$ cat src/rtl/scan_demux4_pkg.sv
// Shared definitions for the parking-slot scanner: slot geometry, FSM encoding
// and the occupancy popcount helper.
package scan_demux4_pkg;

  localparam int NUM_SLOTS = 4;
  localparam int SLOT_W    = 2;
  localparam int COUNT_W   = 3;

  typedef enum logic [1:0] {
    S_IDLE   = 2'd0,
    S_SETTLE = 2'd1,
    S_SAMPLE = 2'd2
  } state_t;

  function automatic logic [COUNT_W-1:0] popcount(input logic [NUM_SLOTS-1:0] v);
    logic [COUNT_W-1:0] c;
    c = '0;
    for (int i = 0; i < NUM_SLOTS; i++) begin
      c = c + COUNT_W'(v[i]);
    end
    return c;
  endfunction

endpackage

$ cat src/rtl/scan_demux4_debounce.sv
// Per-slot debouncer: the stable bit only flips after DEBOUNCE consecutive
// disagreeing samples; any agreeing sample clears the progress.
module slot_debounce #(
  parameter int DEBOUNCE = 3
) (
  input  logic clk,
  input  logic reset,
  input  logic load,
  input  logic sample,
  output logic stable
);

  localparam int CW = $clog2(DEBOUNCE + 1);
  localparam logic [CW-1:0] LAST = CW'(DEBOUNCE - 1);

  logic [CW-1:0] cnt;

  // Reaching LAST means this disagreeing sample is the DEBOUNCE-th in a row.
  always_ff @(posedge clk) begin
    if (reset) begin
      stable <= 1'b0;
      cnt    <= '0;
    end else if (load) begin
      if (sample == stable) begin
        cnt <= '0;
      end else if (cnt == LAST) begin
        stable <= sample;
        cnt    <= '0;
      end else begin
        cnt <= cnt + 1'b1;
      end
    end
  end

endmodule

$ cat src/rtl/scan_demux4.sv
// Sequential scanner for the 4:1 sensor mux: drives the select, samples W once
// per slot after a settling delay and keeps debounced per-slot occupancy.
module scan_demux4
  import scan_demux4_pkg::*;
#(
  parameter int SETTLE   = 2,
  parameter int DEBOUNCE = 3
) (
  input  logic                 clk,
  input  logic                 reset,
  input  logic                 en,
  input  logic                 W,
  output logic [SLOT_W-1:0]    cont,
  output logic [NUM_SLOTS-1:0] ocup,
  output logic [COUNT_W-1:0]   livres,
  output logic                 cheio,
  output logic                 scan_done
);

  localparam int SW = (SETTLE > 1) ? $clog2(SETTLE) : 1;
  localparam logic [SW-1:0] SETTLE_LAST = SW'(SETTLE - 1);

  state_t        state, next_state;
  logic [SW-1:0] settle_cnt;
  logic          load;
  logic          start;

  always_ff @(posedge clk) begin
    if (reset) begin
      state <= S_IDLE;
    end else begin
      state <= next_state;
    end
  end

  // Dropping en anywhere in a scan abandons it without taking a sample.
  always_comb begin
    next_state = state;
    case (state)
      S_IDLE:   next_state = en ? S_SETTLE : S_IDLE;
      S_SETTLE: begin
        if (!en)                           next_state = S_IDLE;
        else if (settle_cnt == SETTLE_LAST) next_state = S_SAMPLE;
        else                               next_state = S_SETTLE;
      end
      S_SAMPLE: next_state = en ? S_SETTLE : S_IDLE;
      default:  next_state = S_IDLE;
    endcase
  end

  always_comb begin
    load  = (state == S_SAMPLE) && en;
    start = (state == S_IDLE) && en;
  end

  // Select, settle counter and the end-of-scan pulse; a restart always begins at slot 0.
  always_ff @(posedge clk) begin
    if (reset) begin
      cont       <= '0;
      settle_cnt <= '0;
      scan_done  <= 1'b0;
    end else begin
      scan_done <= load && (cont == SLOT_W'(NUM_SLOTS - 1));
      if (start) begin
        cont       <= '0;
        settle_cnt <= '0;
      end else if (load) begin
        cont       <= cont + 1'b1;
        settle_cnt <= '0;
      end else if (next_state == S_SETTLE) begin
        settle_cnt <= settle_cnt + 1'b1;
      end
    end
  end

  for (genvar i = 0; i < NUM_SLOTS; i++) begin : g_slot
    slot_debounce #(.DEBOUNCE(DEBOUNCE)) u_debounce (
      .clk    (clk),
      .reset  (reset),
      .load   (load && (cont == SLOT_W'(i))),
      .sample (W),
      .stable (ocup[i])
    );
  end

  always_comb begin
    livres = COUNT_W'(NUM_SLOTS) - popcount(ocup);
    cheio  = (livres == '0);
  end

endmodule

$ cat config.mk
export PLATFORM = sky130hd
export DESIGN_NAME = scan_demux4
export DESIGN_NICKNAME = d
export VERILOG_FILES = /design/src/rtl/scan_demux4_pkg.sv /design/src/rtl/scan_demux4_debounce.sv /design/src/rtl/scan_demux4.sv
export SDC_FILE = /design/constraint.sdc
export NUM_CORES = 1
export LEC_CHECK = 0
export CAP_MARGIN = 20
export CORE_ASPECT_RATIO = 1.75
export CORE_MARGIN = 10
export CORE_UTILIZATION = 40
export DETAILED_ROUTE_END_ITERATION = 6
export GPL_ROUTABILITY_DRIVEN = 1
export HOLD_SLACK_MARGIN = 0.12
export PLACE_DENSITY = 0.69
export REMOVE_ABC_BUFFERS = 1
export SLEW_MARGIN = 10
export SYNTH_ARGS = -nofsm -noshare
export SYNTH_HDL_FRONTEND = slang
export SYNTH_SLANG_ARGS = --single-unit
$ cat constraint.sdc
create_clock -name clk -period 2.06 [get_ports clk]
set_input_delay 0.412 -clock clk [delete_from_list [all_inputs] [get_ports clk]]
set_output_delay 0.412 -clock clk [all_outputs]
set_load 0.05 [all_outputs]
==> summary.md, run 1 <==
| Metric | Value |
|---|---|
| Number of filler cells placed in the layout | 227 |
| Post-layout utilization of the core | 55.5% |
| Total power density per cell area | 494 nW/µm² |
| Hold Crit Endpoint | state[1] |
| Synthesized area per cell | 9.56 µm² |
| Chain of cells forming the critical path | fa_1 -> inv_2 -> ha_4 -> ha_4 -> nor3_4 -> buf_6 -> buf_12 |
| Total Die Area | 4820 µm² |
| FF+latch area | 362 µm² |
| Hold_ws | 0.460 ns |
| Antenna viol nets, final | 0 |
| Relative slew slack | 66.4% |
| Global route total overflow | 0 |
| Vias per inst | 5.38 |
| Worst hold path cell count | 2 |
| Initial Util | 41.5% |
| Largest stage delay on the critical path | 0.55 ns |
| Final total power | 0.000632 W |
| Number of antenna violations at the first check in global routing | 0 |
| Final critical path time including I/O delays and setup | 2.37 ns |
| Startpoint-to-endpoint class of the critical path | flip-flop to output pin |
| Endpoint kind of the worst setup timing path | output pin |
| Non-filler cells, final | 144 |
| Maximum fanout along the worst path | 2 |
| Highest-delay cell along the critical path | fa_1 |
| Synthesis-to-layout area growth | 33.8% |
| Startpoint of the most critical register-to-register path | cont[0] |
| Critical path data required time | 1.65 ns |
| Gate count of the mapped netlist | 100 |
| Crit-path leading delay family | adder cells |
| Ys Warns | 0 |
| First-pass DRT Iterations | 2 |
| Count of clock tree sinks | 18 |
| Final total negative setup slack | -0.651 ns |
| Placed wire-length estimate after detailed placement | 1570 µm |
| Leakage power total | 0.505 nW |
| Number of pins with negative max-slew slack in the final report | 0 |
| Antenna fix cells | 0 |
| Multi-input gate area in the final layout | 541 µm² |
| GR Util All Layers | 8.72% |
| Clk_skew | 0.00112 ns |
| Worst-case reg-to-reg path depth | 5 |
| Mean routed wirelength per cell | 14.2 µm |
| Fraction of layout instances using a drive strength above 1 | 20.2% |
| Worst-case register-to-register setup slack | 0.66 ns |
| Via Count | 775 |
| Tcrit/Tclk final | 115% |
| DRC errors left | 0 |
| DP Cell Count | 141 |
| Final WL | 2050 µm |
| Sequential cell area fraction in the yosys report | 37.7% |
| Number of global-route vias before repair | 818 |
| Area of the core | 2300 µm² |
| Post-synthesis instance area | 956 µm² |
| Initial DRC count | 12 |
| Largest net degree at the start of global routing | 14 |
| Die width | 57.0 µm |
| Reg2reg end | g_slot[0].u_debounce.stable |
| Global-route wire length before repair | 3520 µm |
| Buffer type at the clock tree root | clkbuf_8 |
| Top-level port count | 15 |
| Number of library cell types mapped by synthesis | 27 |
| Clock slew seen by the registers of the worst setup and hold paths | 0.06 ns |
| Layout net count | 132 |
| Number of storage elements in the synthesis netlist | 18 |
| Vertical die dimension | 84.7 µm |
| Final worst-path setup slack | -0.309 ns |
| Crit path launch type | flip-flop |
| MaxCap Viol Count | 0 |
| Count of endpoints failing setup in the final report | 4 |
| GPL Wtd Cong | 0.744 |
| Worst min-delay path startpoint | settle_cnt |
| H-tree depth | 1 |
| CTS tree | built |
| Maximum clock frequency | 422 MHz |
| Worst skew pair latency | 0.25 ns |
| Worst vdd ir | 0.385 mV |
| Path category of the worst min-delay check | flip-flop to flip-flop |
| Num rows | 23 |
| Cell type with the highest occurrence count on the critical path | ha_4 |
| Crit path buffers/inverters | 3 |
| Final count of hold timing violations | 0 |
| Number of buffers created by CTS | 3 |
| Result of the run | complete, but fails checks |
| Violated checks | negative setup slack |
| Number of buffer cells added on primary ports | 14 |
| Tightest Pin Transition | 0.502 ns |
| Arrival time reported for the critical path endpoint | 1.96 ns |
| Setup repair after global routing missed its margin | yes |
| Max Buffers Root-to-Sink | 2 |
layout make-up:
| cell class | instances | area share, % |
|---|---|---|
| multi-input cells | 65 | 42.3 |
| clock buffers | 3 | 3.23 |
| inverters | 8 | 2.35 |
| well taps | 25 | 2.45 |
| flip-flops and latches | 18 | 28.3 |
| repair buffers | 25 | 21.4 |
layer usage:
layer	global-route usage, %	wire length, µm	part of all wire [%]	up-vias
met2	16.1	1100	54	16
li1	-	-	-	389
met4	3.86	31	1.5	0
met3	2.71	117	5.7	4
met5	0	0	0	-
met1	8.41	800	39	366
cells in the mapped netlist, drive strengths merged:
cell	instances	share of area, %
nor4b	1	0.92
buf	7	5.6
xnor2	4	3.7
mux2i	3	3.1
nand3	1	0.52
nor2	7	2.7
inv	8	3.1
nor3b	5	3.9
nand2b	3	2.0
clkbuf	2	0.79
fa	1	2.1
ha	6	7.9
and3	2	1.3
nand2	5	2.0
dfxtp	18	38
a21oi	3	1.6
a32o	8	8.4
nand4b	4	5.2
o21ai	1	0.52
nor4bb	1	1.0
o31ai	1	0.79
or3	2	1.3
nor3	6	3.1
nor2b	1	0.65
metrics by stage:
step	setup WS, ns	cell area, µm²
3_5_place_dp	-0.180	1190
2_1_floorplan	-1.30	895
6_report	-0.309	1280
5_1_grt	-0.343	1280
3_3_place_gp	-0.113	1190
4_1_cts	-0.269	1270
cells by family after synthesis:
group	synth area share (%)
AOI/OAI and AO/OA	11.3
xor gates and xnor gates	3.66
adders and majority gates	9.95
buffers and inverters	9.56
DFF	37.7
muxes	3.14
and+or+nand+nor	24.7
cells in the final DEF (no fill, tap or decap), types with 4 or more instances in the layout:
master / Yosys / layout
nor3_1: 6 / 5
dfxtp_1: 18 / 17
inv_1: 8 / 7
ha_1: 6 / 4
clkdlybuf4s50_1: 0 / 10
buf_12: 0 / 4
xnor2_1: 4 / 4
a32o_1: 8 / 8
nor3b_1: 5 / 5
nand2_1: 5 / 5
nor2_1: 7 / 7
buf_4: 5 / 8
flip-flops by register name (all words and copies together), names as in the netlist:
register,cells
settle_cnt,1
g_slot.u_debounce.stable,4
g_slot.u_debounce.cnt,8
scan_done,1
cont,2
state,2
worst max-delay path by stage:
stage	startpoint	endpoint	slack, ns	depth (start not counted)
global placement	g_slot[1].u_debounce.stable	cheio	-0.11	7
CTS	g_slot[1].u_debounce.stable	cheio	-0.27	7
finish	g_slot[1].u_debounce.stable	cheio	-0.31	7
detailed placement	g_slot[1].u_debounce.stable	cheio	-0.18	7
global route	g_slot[1].u_debounce.stable	cheio	-0.34	7
floorplan	g_slot[2].u_debounce.stable	cheio	-1.30	5
worst min-delay path, cell delays in order (launching register included):
cell,delay (ns)
dfxtp_1,0.32
nand2_1,0.06
nor4b_1,0.04
repair_timing:
item,4_1_cts,5_1_grt
setup endpoints to repair,4,4
gates resized for setup,8,2
hold buffers,0,0
pin swaps,1,0
buffers inserted,1,0
report_power, final:
part,internal (W),switching (W)
logic,0.0000174,0.0000203
registers,0.000351,0.00000367
clock network,0.000130,0.000110
total,0.000498,0.000134
Power figures use the tool's default switching activity.
==> run 2, diff against run 1 <==
- CORE_ASPECT_RATIO: 1.75 -> not set
- CORE_UTILIZATION: 40 -> 51
- PLACE_DENSITY: 0.69 -> 0.83
==> run 2 against run 1 <==
  * The flow still finishes with violations (negative setup slack)
  * Clock skew increased by 0.0035 ns
  * Hold slack better by 0.019 ns
  * Via count grew 2.8%
  * Critical path depth is the same
  * Routed wire length is 7.4% higher
  * Global-route usage rose by 2.9 points
  * Clock-buffer cell count increased by 1
  * Non-clock buffer count grew 1
  * Total power down 1.9%
  * Largest cell class unchanged
  * Largest power group unchanged
==> summary.md, run 2 (synthesis gave the netlist of run 1 again) <==
| Metric | Value |
|---|---|
| Critical path data required time | 1.65 ns (about the same) |
| Most common cell after layout, fill and taps aside | dfxtp_1 |
| Final critical path time including I/O delays and setup | 2.42 ns (+0.0550 ns) |
| Worst-case register-to-register setup slack | 0.67 ns (about the same) |
| Number of pins with negative max-slew slack in the final report | 0 (unchanged) |
| Top-level port count | 15 (unchanged) |
| Via Count | 797 (+2.8%) |
| Net load switching power | 0.000143 W (+6.5%) |
| Num rows | 15 (-35%) |
| Area of the core | 1750 µm² (-24%) |
| Tcrit/Tclk final | 118% (+2.7 points) |
| Number of global-route vias before repair | 834 (+2.0%) |
| Switching share of power | 23.0% (+1.8 points) |
| Hold-fix buffer count after cts | 0 (unchanged) |
| Commonest cells after routing, fill and taps aside | dfxtp_1 (16), buf_4 (9), a32o_1 (8), clkdlybuf4s50_1 (8) |
| Registers with the highest flip-flop counts | g_slot.u_debounce.cnt: 8 flops, g_slot.u_debounce.stable: 4 flops |
| Endpoint kind of the worst setup timing path | output pin |
| Global-route wire length before repair | 3820 µm (+8.6%) |
| Crit path launch type | flip-flop |
| Launch point of the critical path | g_slot[3].u_debounce.stable |
| Buffer type at the clock tree root | clkbuf_4 |
| GPL Wtd Cong | 0.717 (-3.7%) |
| Final total power | 0.000620 W (-1.9%) |
| Count of endpoints failing setup in the final report | 4 (unchanged) |
| Final WL | 2200 µm (+7.4%) |
| Worst vdd ir | 0.373 mV (-3.2%) |
| Register containing the most flip-flops in the final layout | g_slot.u_debounce.cnt |
| Startpoint-to-endpoint class of the critical path | flip-flop to output pin |
| Internal Pwr Total | 0.000477 W (-4.2%) |
| Highest-delay cell along the critical path | fa_1 |
| Worst skew pair latency | 0.31 ns (+0.06 ns) |
| Result of the run | complete, but fails checks |
| Mean routed wirelength per cell | 15.0 µm (+5.9%) |
| MaxCap Viol Count | 0 (unchanged) |
| Die width | 63.3 µm (+11%) |
| Number of buffer cells added on primary ports | 14 (unchanged) |
| Clock slew seen by the registers of the worst setup and hold paths | 0.11 ns (+0.05 ns) |
| Relative contribution of the clock network to total power | 36.4% (-1.5 points) |
| Setup repair after global routing missed its margin | yes |
| Number of antenna violations at the first check in global routing | 0 (unchanged) |
| Maximum clock frequency | 413 MHz (-2.3%) |
| Chain of cells forming the critical path | fa_1 -> inv_2 -> ha_4 -> ha_4 -> nor3_4 -> buf_6 -> buf_12 |
| Post-layout utilization of the core | 73.8% (+18 points) |
| Path category of the worst min-delay check | flip-flop to flip-flop |
| Number of filler cells placed in the layout | 125 (-45%) |
| Largest stage delay on the critical path | 0.55 ns (about the same) |
| Arrival time reported for the critical path endpoint | 2.01 ns (+0.05 ns) |
| Total power density per cell area | 481 nW/µm² (-2.6%) |
| Largest net degree at the start of global routing | 11 (-3) |
| Worst min-delay path startpoint | settle_cnt |
| Fraction of layout instances using a drive strength above 1 | 22.3% (+2.1 points) |
| Antenna fix cells | 0 (unchanged) |
| H-tree depth | 1 (unchanged) |
| Synthesis-to-layout area growth | 34.7% |
| Vertical die dimension | 63.3 µm (-25%) |
| Number of flip-flops in the largest register | 8 (unchanged) |
| Initial Util | 54.8% (+13 points) |
| Cell type with the highest occurrence count on the critical path | ha_4 |
| Initial DRC count | 28 (+16) |
| First-pass DRT Iterations | 4 (+2) |
| GR Util All Layers | 11.6% (+2.9 points) |
| CTS tree | built |
| Max Buffers Root-to-Sink | 2 (unchanged) |
| Global route total overflow | 0 (unchanged) |
| Final worst-path setup slack | -0.364 ns (-0.0550 ns) |
| Leakage power total | 0.549 nW (+8.6%) |
| Total Die Area | 4010 µm² (-17%) |
| Placed wire-length estimate after detailed placement | 1660 µm (+6.2%) |
| Portion of total power attributed to combinational logic | 6.5% (+0.5 points) |
| Startpoint of the most critical register-to-register path | cont[0] |
| DRC errors left | 0 (unchanged) |
| Clk_skew | 0.00457 ns (+0.00345 ns) |
| Maximum fanout along the worst path | 2 (unchanged) |
| Final total negative setup slack | -1.04 ns (-0.388 ns) |
| Final count of hold timing violations | 0 (unchanged) |
| Number of buffers created by CTS | 3 (unchanged) |
| Tightest Pin Transition | 0.514 ns (+0.0119 ns) |
| Antenna viol nets, final | 0 (unchanged) |
| Fraction of power consumed by sequential logic | 57.1% (+1.0 points) |
| Count of clock tree sinks | 18 (unchanged) |
| Relative slew slack | 65.6% (-0.79 points) |
| Vias per inst | 5.46 (+1.4%) |
| Layout net count | 133 (+0.76%) |
| Violated checks | negative setup slack |
## run 2: changes by cell type in the layout (fill, tap and decap cells not counted), sizes merged
cell | before | now
dlymetal6s2s | 0 | 2
buf | 15 | 16
clkbuf | 3 | 4
clkdlybuf4s50 | 10 | 8
## run 2: layer usage
metal  part of all wire [%]  GRT usage [%]
met4                    2.0           5.74
met1                     43           12.6
met5                      0              0
met2                     49           19.4
met3                    5.7           4.24
## run 2: metrics by stage
stage               hold WS (ns)  instances  setup slack [ns]  instance area [µm²]
detailed placement         0.466        141            -0.168                 1190
CTS                        0.485        145            -0.343                 1260
global route               0.496        146            -0.454                 1290
finish                     0.479        146            -0.364                 1290
global placement           0.441        141            -0.107                 1190
floorplan                  0.430         91             -1.30                  895
## run 2: worst max-delay path: cells and delay by family, from the launching register on
kind | cells | cell delay, ns
flops | 1 | 0.34
fa+ha+maj | 3 | 0.95
buf+inv | 3 | 0.29
simple gates | 1 | 0.12
## run 2: final cells by class
class | count | area, µm² | area share (%)
clock buffers | 4 | 36.3 | 2.82
multi-input cells | 65 | 541 | 42.0
well taps | 25 | 31.3 | 2.43
flip-flops and latches | 18 | 363 | 28.2
inverters | 8 | 30.0 | 2.33
repair buffers | 26 | 287 | 22.3
## run 2: power by group through the flow
stage	Sequential [W]	Combinational, W	Clock (W)
floorplan	0.000361	0.0000169	0
global placement	0.000362	0.0000375	0
detailed placement	0.000362	0.0000402	0
CTS	0.000354	0.0000403	0.000228
global route	0.000355	0.0000437	0.000245
finish	0.000354	0.0000402	0.000225
## run 2: what timing repair did
item | in CTS | in global routing
endpoints found under the setup margin | 4 | 6
resized for setup | 9 | 4
buffers inserted | 0 | 1
pin swaps | 3 | 0
cloned | 0 | 0
## run 2: path summary, 6_finish.rpt
kind | endpoint | cells after the start
setup / recovery | cheio | 7
hold / removal | state[1] | 2
setup reg to reg | g_slot[0].u_debounce.stable | 5
hold reg to reg | state[1] | 2
==> run 3, diff against run 2 <==
- GPL_ROUTABILITY_DRIVEN: 1 -> 0
==> results of run 3 <==
No change in the layout: final DEF, timing and power equal those of run 2.
